===== config.mk =====
export PLATFORM = sky130hd
export DESIGN_NAME = cp0_regs
export DESIGN_NICKNAME = d
export VERILOG_FILES = /design/src/rtl/cp0_pkg.sv /design/src/rtl/cp0_timer.sv /design/src/rtl/cp0_regs.sv
export SDC_FILE = /design/constraint.sdc
export NUM_CORES = 1
export LEC_CHECK = 0
export CORE_MARGIN = 2
export CORE_UTILIZATION = 41
export CTS_CLUSTER_SIZE = 24
export DETAILED_ROUTE_END_ITERATION = 12
export PLACE_DENSITY = 0.74
export SKIP_CTS_REPAIR_TIMING = 1
export SYNTH_ARGS = -nofsm -noshare
export SYNTH_HDL_FRONTEND = slang
export SYNTH_SLANG_ARGS = --single-unit

===== constraint.sdc =====
create_clock -name clk -period 2 [get_ports clk]
set_input_delay 0.3 -clock clk [delete_from_list [all_inputs] [get_ports clk]]
set_output_delay 0.3 -clock clk [all_outputs]
set_load 0.02 [all_outputs]

===== src/rtl/cp0_pkg.sv =====
// cp0_pkg: shared CP0 register indices, field layout and EPC source encodings.
package cp0_pkg;
    localparam logic [4:0] CP0_COUNT   = 5'd9;
    localparam logic [4:0] CP0_COMPARE = 5'd11;
    localparam logic [4:0] CP0_STATUS  = 5'd12;
    localparam logic [4:0] CP0_CAUSE   = 5'd13;
    localparam logic [4:0] CP0_EPC     = 5'd14;
    localparam int ST_IE   = 0;
    localparam int ST_EXL  = 1;
    localparam int IM_LSB  = 8;
    localparam int IP_LSB  = 8;
    typedef enum logic [1:0] {
        EPC_IF  = 2'b00,
        EPC_ID  = 2'b01,
        EPC_EXE = 2'b10,
        EPC_MEM = 2'b11
    } epc_sel_e;
    function automatic logic [31:0] status_word(input logic ie, input logic exl, input logic [7:0] im);
        return {16'b0, im, 6'b0, exl, ie};
    endfunction
    function automatic logic [31:0] cause_word(input logic bd, input logic [7:0] ip, input logic [4:0] exc);
        return {bd, 15'b0, ip, 1'b0, exc, 2'b0};
    endfunction
endpackage


===== src/rtl/cp0_timer.sv =====
// cp0_timer: Count/Compare pair with prescaler and sticky timer-pending bit.
module cp0_timer
    import cp0_pkg::*;
#(
    parameter int COUNT_DIV = 1
) (
    input  logic        clk,
    input  logic        rst_n,
    input  logic        count_we,
    input  logic        compare_we,
    input  logic [31:0] wdata,
    output logic [31:0] count,
    output logic [31:0] compare,
    output logic        timer_irq
);
    logic [3:0]  div_q, div_d;
    logic [31:0] count_q, count_d, compare_q, compare_d;
    logic        pend_q, pend_d, tick;
    always_comb begin
        tick      = div_q == 4'(COUNT_DIV - 1);
        div_d     = (count_we || tick) ? 4'd0 : div_q + 4'd1;
        count_d   = count_we ? wdata : tick ? count_q + 32'd1 : count_q;
        compare_d = compare_we ? wdata : compare_q;
        // A Compare write clears pending even if a match is seen that same cycle
        pend_d    = compare_we ? 1'b0 : (count_q == compare_q) ? 1'b1 : pend_q;
    end
    always_ff @(posedge clk) begin
        if (!rst_n) begin
            div_q     <= '0;
            count_q   <= '0;
            compare_q <= 32'hFFFF_FFFF;
            pend_q    <= 1'b0;
        end else begin
            div_q     <= div_d;
            count_q   <= count_d;
            compare_q <= compare_d;
            pend_q    <= pend_d;
        end
    end
    assign count     = count_q;
    assign compare   = compare_q;
    assign timer_irq = pend_q;
endmodule


===== src/rtl/cp0_regs.sv =====
// cp0_regs: MIPS CP0 Status/Cause/EPC/Count/Compare with exception updates and
// interrupt summary outputs for the control stage.
module cp0_regs
    import cp0_pkg::*;
#(
    parameter int          COUNT_DIV  = 1,
    parameter logic [31:0] STATUS_RST = 32'h0000_0000
) (
    input  logic        clk,
    input  logic        rst_n,
    input  logic        writestatus,
    input  logic        writecause,
    input  logic        writeepc,
    input  logic        exl,
    input  logic        ie,
    input  logic        db,
    input  logic [4:0]  exccode,
    input  logic [1:0]  selepc,
    input  logic [31:0] pc_if,
    input  logic [31:0] pc_id,
    input  logic [31:0] pc_exe,
    input  logic [31:0] pc_mem,
    input  logic        mtc0,
    input  logic        mfc0,
    input  logic [4:0]  cp0_idx,
    input  logic [31:0] wdata,
    input  logic [4:0]  ext_int,
    output logic [31:0] rdata,
    output logic [31:0] epc,
    output logic        intr,
    output logic [7:0]  imip,
    output logic        timer_irq
);
    logic        ie_q, ie_d, exl_q, exl_d, bd_q, bd_d;
    logic [7:0]  im_q, im_d, ip;
    logic [4:0]  exc_q, exc_d, ext_q;
    logic [1:0]  swip_q, swip_d;
    logic [31:0] epc_q, epc_d, epc_src, count, compare;
    logic        wr_status, wr_cause, wr_epc;
    cp0_timer #(.COUNT_DIV(COUNT_DIV)) u_timer (
        .clk        (clk),
        .rst_n      (rst_n),
        .count_we   (mtc0 && cp0_idx == CP0_COUNT),
        .compare_we (mtc0 && cp0_idx == CP0_COMPARE),
        .wdata      (wdata),
        .count      (count),
        .compare    (compare),
        .timer_irq  (timer_irq)
    );
    always_comb begin
        wr_status = mtc0 && cp0_idx == CP0_STATUS;
        wr_cause  = mtc0 && cp0_idx == CP0_CAUSE;
        wr_epc    = mtc0 && cp0_idx == CP0_EPC;
        epc_src   = selepc == EPC_MEM ? pc_mem : selepc == EPC_EXE ? pc_exe :
                    selepc == EPC_ID  ? pc_id  : pc_if;
        // Exception strobes take precedence over mtc0 on the fields they own
        ie_d      = writestatus ? ie  : wr_status ? wdata[ST_IE]  : ie_q;
        exl_d     = writestatus ? exl : wr_status ? wdata[ST_EXL] : exl_q;
        im_d      = wr_status ? wdata[IM_LSB +: 8] : im_q;
        bd_d      = writecause ? db : bd_q;
        exc_d     = writecause ? exccode : exc_q;
        swip_d    = wr_cause ? wdata[IP_LSB +: 2] : swip_q;
        epc_d     = writeepc ? epc_src : wr_epc ? wdata : epc_q;
        ip        = {timer_irq, ext_q, swip_q};
    end
    always_ff @(posedge clk) begin
        if (!rst_n) begin
            ie_q   <= STATUS_RST[ST_IE];
            exl_q  <= STATUS_RST[ST_EXL];
            im_q   <= STATUS_RST[IM_LSB +: 8];
            bd_q   <= 1'b0;
            exc_q  <= '0;
            swip_q <= '0;
            ext_q  <= '0;
            epc_q  <= '0;
        end else begin
            ie_q   <= ie_d;
            exl_q  <= exl_d;
            im_q   <= im_d;
            bd_q   <= bd_d;
            exc_q  <= exc_d;
            swip_q <= swip_d;
            ext_q  <= ext_int;
            epc_q  <= epc_d;
        end
    end
    assign rdata = !mfc0                   ? 32'd0 :
                   cp0_idx == CP0_COUNT    ? count :
                   cp0_idx == CP0_COMPARE  ? compare :
                   cp0_idx == CP0_STATUS   ? status_word(ie_q, exl_q, im_q) :
                   cp0_idx == CP0_CAUSE    ? cause_word(bd_q, ip, exc_q) :
                   cp0_idx == CP0_EPC      ? epc_q : 32'd0;
    assign epc  = epc_q;
    assign intr = ie_q & ~exl_q;
    assign imip = im_q & ip;
endmodule


==> out/results.tsv <==
stage	metric	value	unit
clocking	tritoncts	built	
run	max-cap-violations	0	
sta	period_share	99.4	%
routing	drcViolationCount	0	
power_and_ir_drop	leakagePower	4.39	nW
setup_path	timing.critical_path.buf_inv	2	
routing	drt_iter0_markers	864	
floorplanning	floorplan.rows	48	
sta	maxClockFrequency	0.503	GHz
layout	fillers	1449	
floorplanning	design.portCount	261	
routing	post_drt_via_cell_ratio	5.71	
power_and_ir_drop	cellInternalPower	0.00518	W
sta	fin_worst_skew	13.8	ps
global_route	antenna_found_initial	0	
layout	post_layout_nonfiller_instances	1403	
layout	fin_nets	1356	
power_and_ir_drop	comb_power_share	18.4	%
clocking	buffer_type_at_the_clock_tree_root	sky130_fd_sc_hd__clkbuf_16	
layout	area_of_the_multi_input_gates	4650	µm²
sta	final.min_clock_period	1990	ps
power_and_ir_drop	report.power.total	0.00690	W
synthesis	avgSynthCellArea	8.19	µm²
routing	post_detailed_route_count_of_antenna_violating_nets	0	
synthesis	post_synth_num_cell_types	49	
synthesis	ys_seq_area_share	34.1	%
setup_path	critical-path-slowest-cell	sky130_fd_sc_hd__or3b_4	
synthesis	synth-main-ff-cell	sky130_fd_sc_hd__dfxtp_1	
global_route	grt_util_all_layers	27.8	%
floorplanning	die_w	137	µm
setup_path	start_kind	flip-flop	
setup_path	critical_path_arrival	2330	ps
layout	layout_common_cells	sky130_fd_sc_hd__clkdlybuf4s50_1, sky130_fd_sc_hd__nand2_1, sky130_fd_sc_hd__dfxtp_1, sky130_fd_sc_hd__nand3_1	
layout	final_layout_size_suffix_gt1_share	18.8	%
floorplanning	initial_utilization	42.1	%
placed_design	detailed_place_hpwl	19.9	mm
clocking	worst_skew_pair.late_latency	420	ps
setup_path	critPathCaptureType	flip-flop	
clocking	numClockSinks	124	
power_and_ir_drop	switching_power_of_the_nets	0.00172	W
placed_design	placed_cells	1367	
setup_path	timing_worst_setup_path_type	flip-flop to flip-flop	
synthesis	largest_area_contributor_in_the_synthesized_netlist	sky130_fd_sc_hd__dfxtp_1	
floorplanning	fp.dieArea	18800	µm²
layout	layout.cells.most_common	sky130_fd_sc_hd__clkdlybuf4s50_1	
sta	count_of_final_setup_violators	0	
sta	worst_pin_slew	547	ps
global_route	globalRouteOverflowTotal	0	
setup_path	worst_path_largest_cell_delay	400	ps
clocking	cts_buffer_depth	2	
synthesis	netlist.area_leader.share	34.1	%
synthesis	flop_and_latch_count_out_of_synthesis	124	
global_route	grt_first_pass_wirelength	40.3	mm
power_and_ir_drop	switching_share	24.9	%
floorplanning	die_h	137	µm
placed_design	place.port_buffers	260	
layout	area.growth.synth_to_final	55.7	%
routing	routed_wire_length_per_instance	19.1	µm
setup_path	critPathMaxFanout	5	
setup_path	critical_path_required	2340	ps
power_and_ir_drop	seq_power_share	38.4	%
power_and_ir_drop	p_clk_share	43.3	%
synthesis	yosys_warnings	0	
clocking	clk_transition_reported_paths	50	ps
setup_path	cp_cell_sequence	inv_2 -> ha_4 -> or3b_4 -> nor4_4 -> buf_6 -> nand4_4 -> or3_1 -> a31oi_1	
synthesis	cell_count_after_synthesis	889	
run_status	run_status	complete, no violations	
sta	hold_violations	0	
routing	dr.pass1.iters	9	
sta	setup_repair_after_global_routing_missed_its_margin	yes	
min_path	worst_hold_class	input pin to flip-flop	
synthesis	synth_enable_flop_cells	0	
power_and_ir_drop	power_density	609	nW/µm²
synthesis	synth.cell_area	7280	µm²
global_route	first_global_vias	7614	
routing	detailroute.via_count	8018	
layout	final_area	11300	µm²
synthesis	asyncSetResetFlopFracSynth	0	%
floorplanning	core_area	17300	µm²
clocking	ctsHtreeMaxLevel	4	
placed_design	placement.cell_area	10700	µm²
synthesis	net_count_synth	1079	
routing	finalWirelength	26.8	mm
sta	slew_viol_final	0	
sta	slew_limit_headroom	63.5	%
layout	seq_area	2480	µm²
power_and_ir_drop	max-vdd-ir-drop	569	µV
clocking	numCtsBuffers	17	
setup_path	critical-path-top-delay-family	simple AND/OR/NAND/NOR gates	
layout	diodes	0	
placed_design	gp_routability_congestion	0.888	
global_route	maximum_number_of_pins_on_one_net_before_global_route_repair	65	
synthesis	yosys-top-cells-area	sky130_fd_sc_hd__dfxtp_1, sky130_fd_sc_hd__mux4_2, sky130_fd_sc_hd__nand2_1	
[flip-flops by register name (all words and copies together), names as in the netlist]
register           cells
bd_q                   1
u_timer.timer_irq      1
u_timer.div_q          4
u_timer.count         32
ie_q                   1
im_q                   8
u_timer.compare       32
exl_q                  1
exc_q                  5
ext_q                  5
swip_q                 2
epc                   32
[Yosys cell counts, types with 7 or more instances]
master,instances
sky130_fd_sc_hd__nand3_1,87
sky130_fd_sc_hd__inv_1,12
sky130_fd_sc_hd__clkbuf_1,54
sky130_fd_sc_hd__and2_1,18
sky130_fd_sc_hd__and3_1,7
sky130_fd_sc_hd__a311oi_1,34
sky130_fd_sc_hd__o22ai_1,7
sky130_fd_sc_hd__nor2_1,63
sky130_fd_sc_hd__a22oi_1,22
sky130_fd_sc_hd__dfxtp_1,124
sky130_fd_sc_hd__o21ai_0,31
sky130_fd_sc_hd__nand2_1,152
sky130_fd_sc_hd__buf_2,15
sky130_fd_sc_hd__xor2_1,24
sky130_fd_sc_hd__xnor2_1,39
sky130_fd_sc_hd__nand4_1,21
sky130_fd_sc_hd__nor2b_1,9
sky130_fd_sc_hd__buf_1,13
sky130_fd_sc_hd__a211oi_1,9
sky130_fd_sc_hd__a21oi_1,48
sky130_fd_sc_hd__mux4_2,32
sky130_fd_sc_hd__mux2i_1,8
[metrics by stage]
step,util (%),TNS [ps],worst slack (ps),hold WS (ps)
after floorplan,-,-58.7,-58.7,424
after global placement,62.0,-48260,-834,456
after detailed placement,62.0,-54110,-886,461
after CTS,65.3,-28840,-891,322
after global routing,65.5,-183,-45.1,332
final,65.5,0,12.0,321
[path summary, 6_finish.rpt]
path / startpoint / to / slack, ps / cells past startpoint
min: rst_n / u_timer.compare[27] / 320 / 3
max: u_timer.div_q[1] / u_timer.count[29] / 10 / 8
max reg2reg: u_timer.div_q[1] / u_timer.count[29] / 10 / 8
min reg2reg: im_q[1] / im_q[1] / 470 / 2
[power by group through the flow]
stage / logic [W] / clock network [W] / registers [W]
final: 0.00127 / 0.00299 / 0.00265
after global placement: 0.00124 / 0 / 0.00269
after detailed placement: 0.00126 / 0 / 0.00269
after floorplan: 0.000484 / 0 / 0.00274
after global routing: 0.00135 / 0.00311 / 0.00266
after CTS: 0.00127 / 0.00301 / 0.00264
[worst reg2reg max path, stage by stage (launching register included)]
cell	delay [ps]
sky130_fd_sc_hd__dfxtp_2	320
sky130_fd_sc_hd__inv_2	60
sky130_fd_sc_hd__ha_4	130
sky130_fd_sc_hd__or3b_4	400
sky130_fd_sc_hd__nor4_4	230
sky130_fd_sc_hd__buf_6	190
sky130_fd_sc_hd__nand4_4	80
sky130_fd_sc_hd__or3_1	350
sky130_fd_sc_hd__a31oi_1	160
[final cells by class]
cell class | instances | area share, %
multi-input cells | 667 | 41.0
repair buffers | 342 | 29.1
flip-flops and latches | 124 | 21.9
clock buffers | 25 | 4.55
well taps | 225 | 2.48
clock inverters | 6 | 0.519
inverters | 14 | 0.464
[logic make-up (layout without fill, tap and decap cells)]
logic type | after synthesis | after routing | synth area share (%)
AND/OR/NAND/NOR | 382 | 382 | 24.9
AO/OA/AOI/OAI | 179 | 179 | 16.6
flip-flops | 124 | 124 | 34.1
buffers and inverters | 98 | 387 | 5.38
XOR/XNOR | 63 | 63 | 7.58
multiplexers | 40 | 40 | 11.0
adder cells (fa/ha/maj) | 3 | 3 | 0.516
[routing by layer]
metal	wire length [µm]	global-route usage, %
met3	2080	5.22
met4	828	11.3
met2	13100	45.1
met1	10800	36.5
met5	0	0
(Power assumes the default switching activity.)
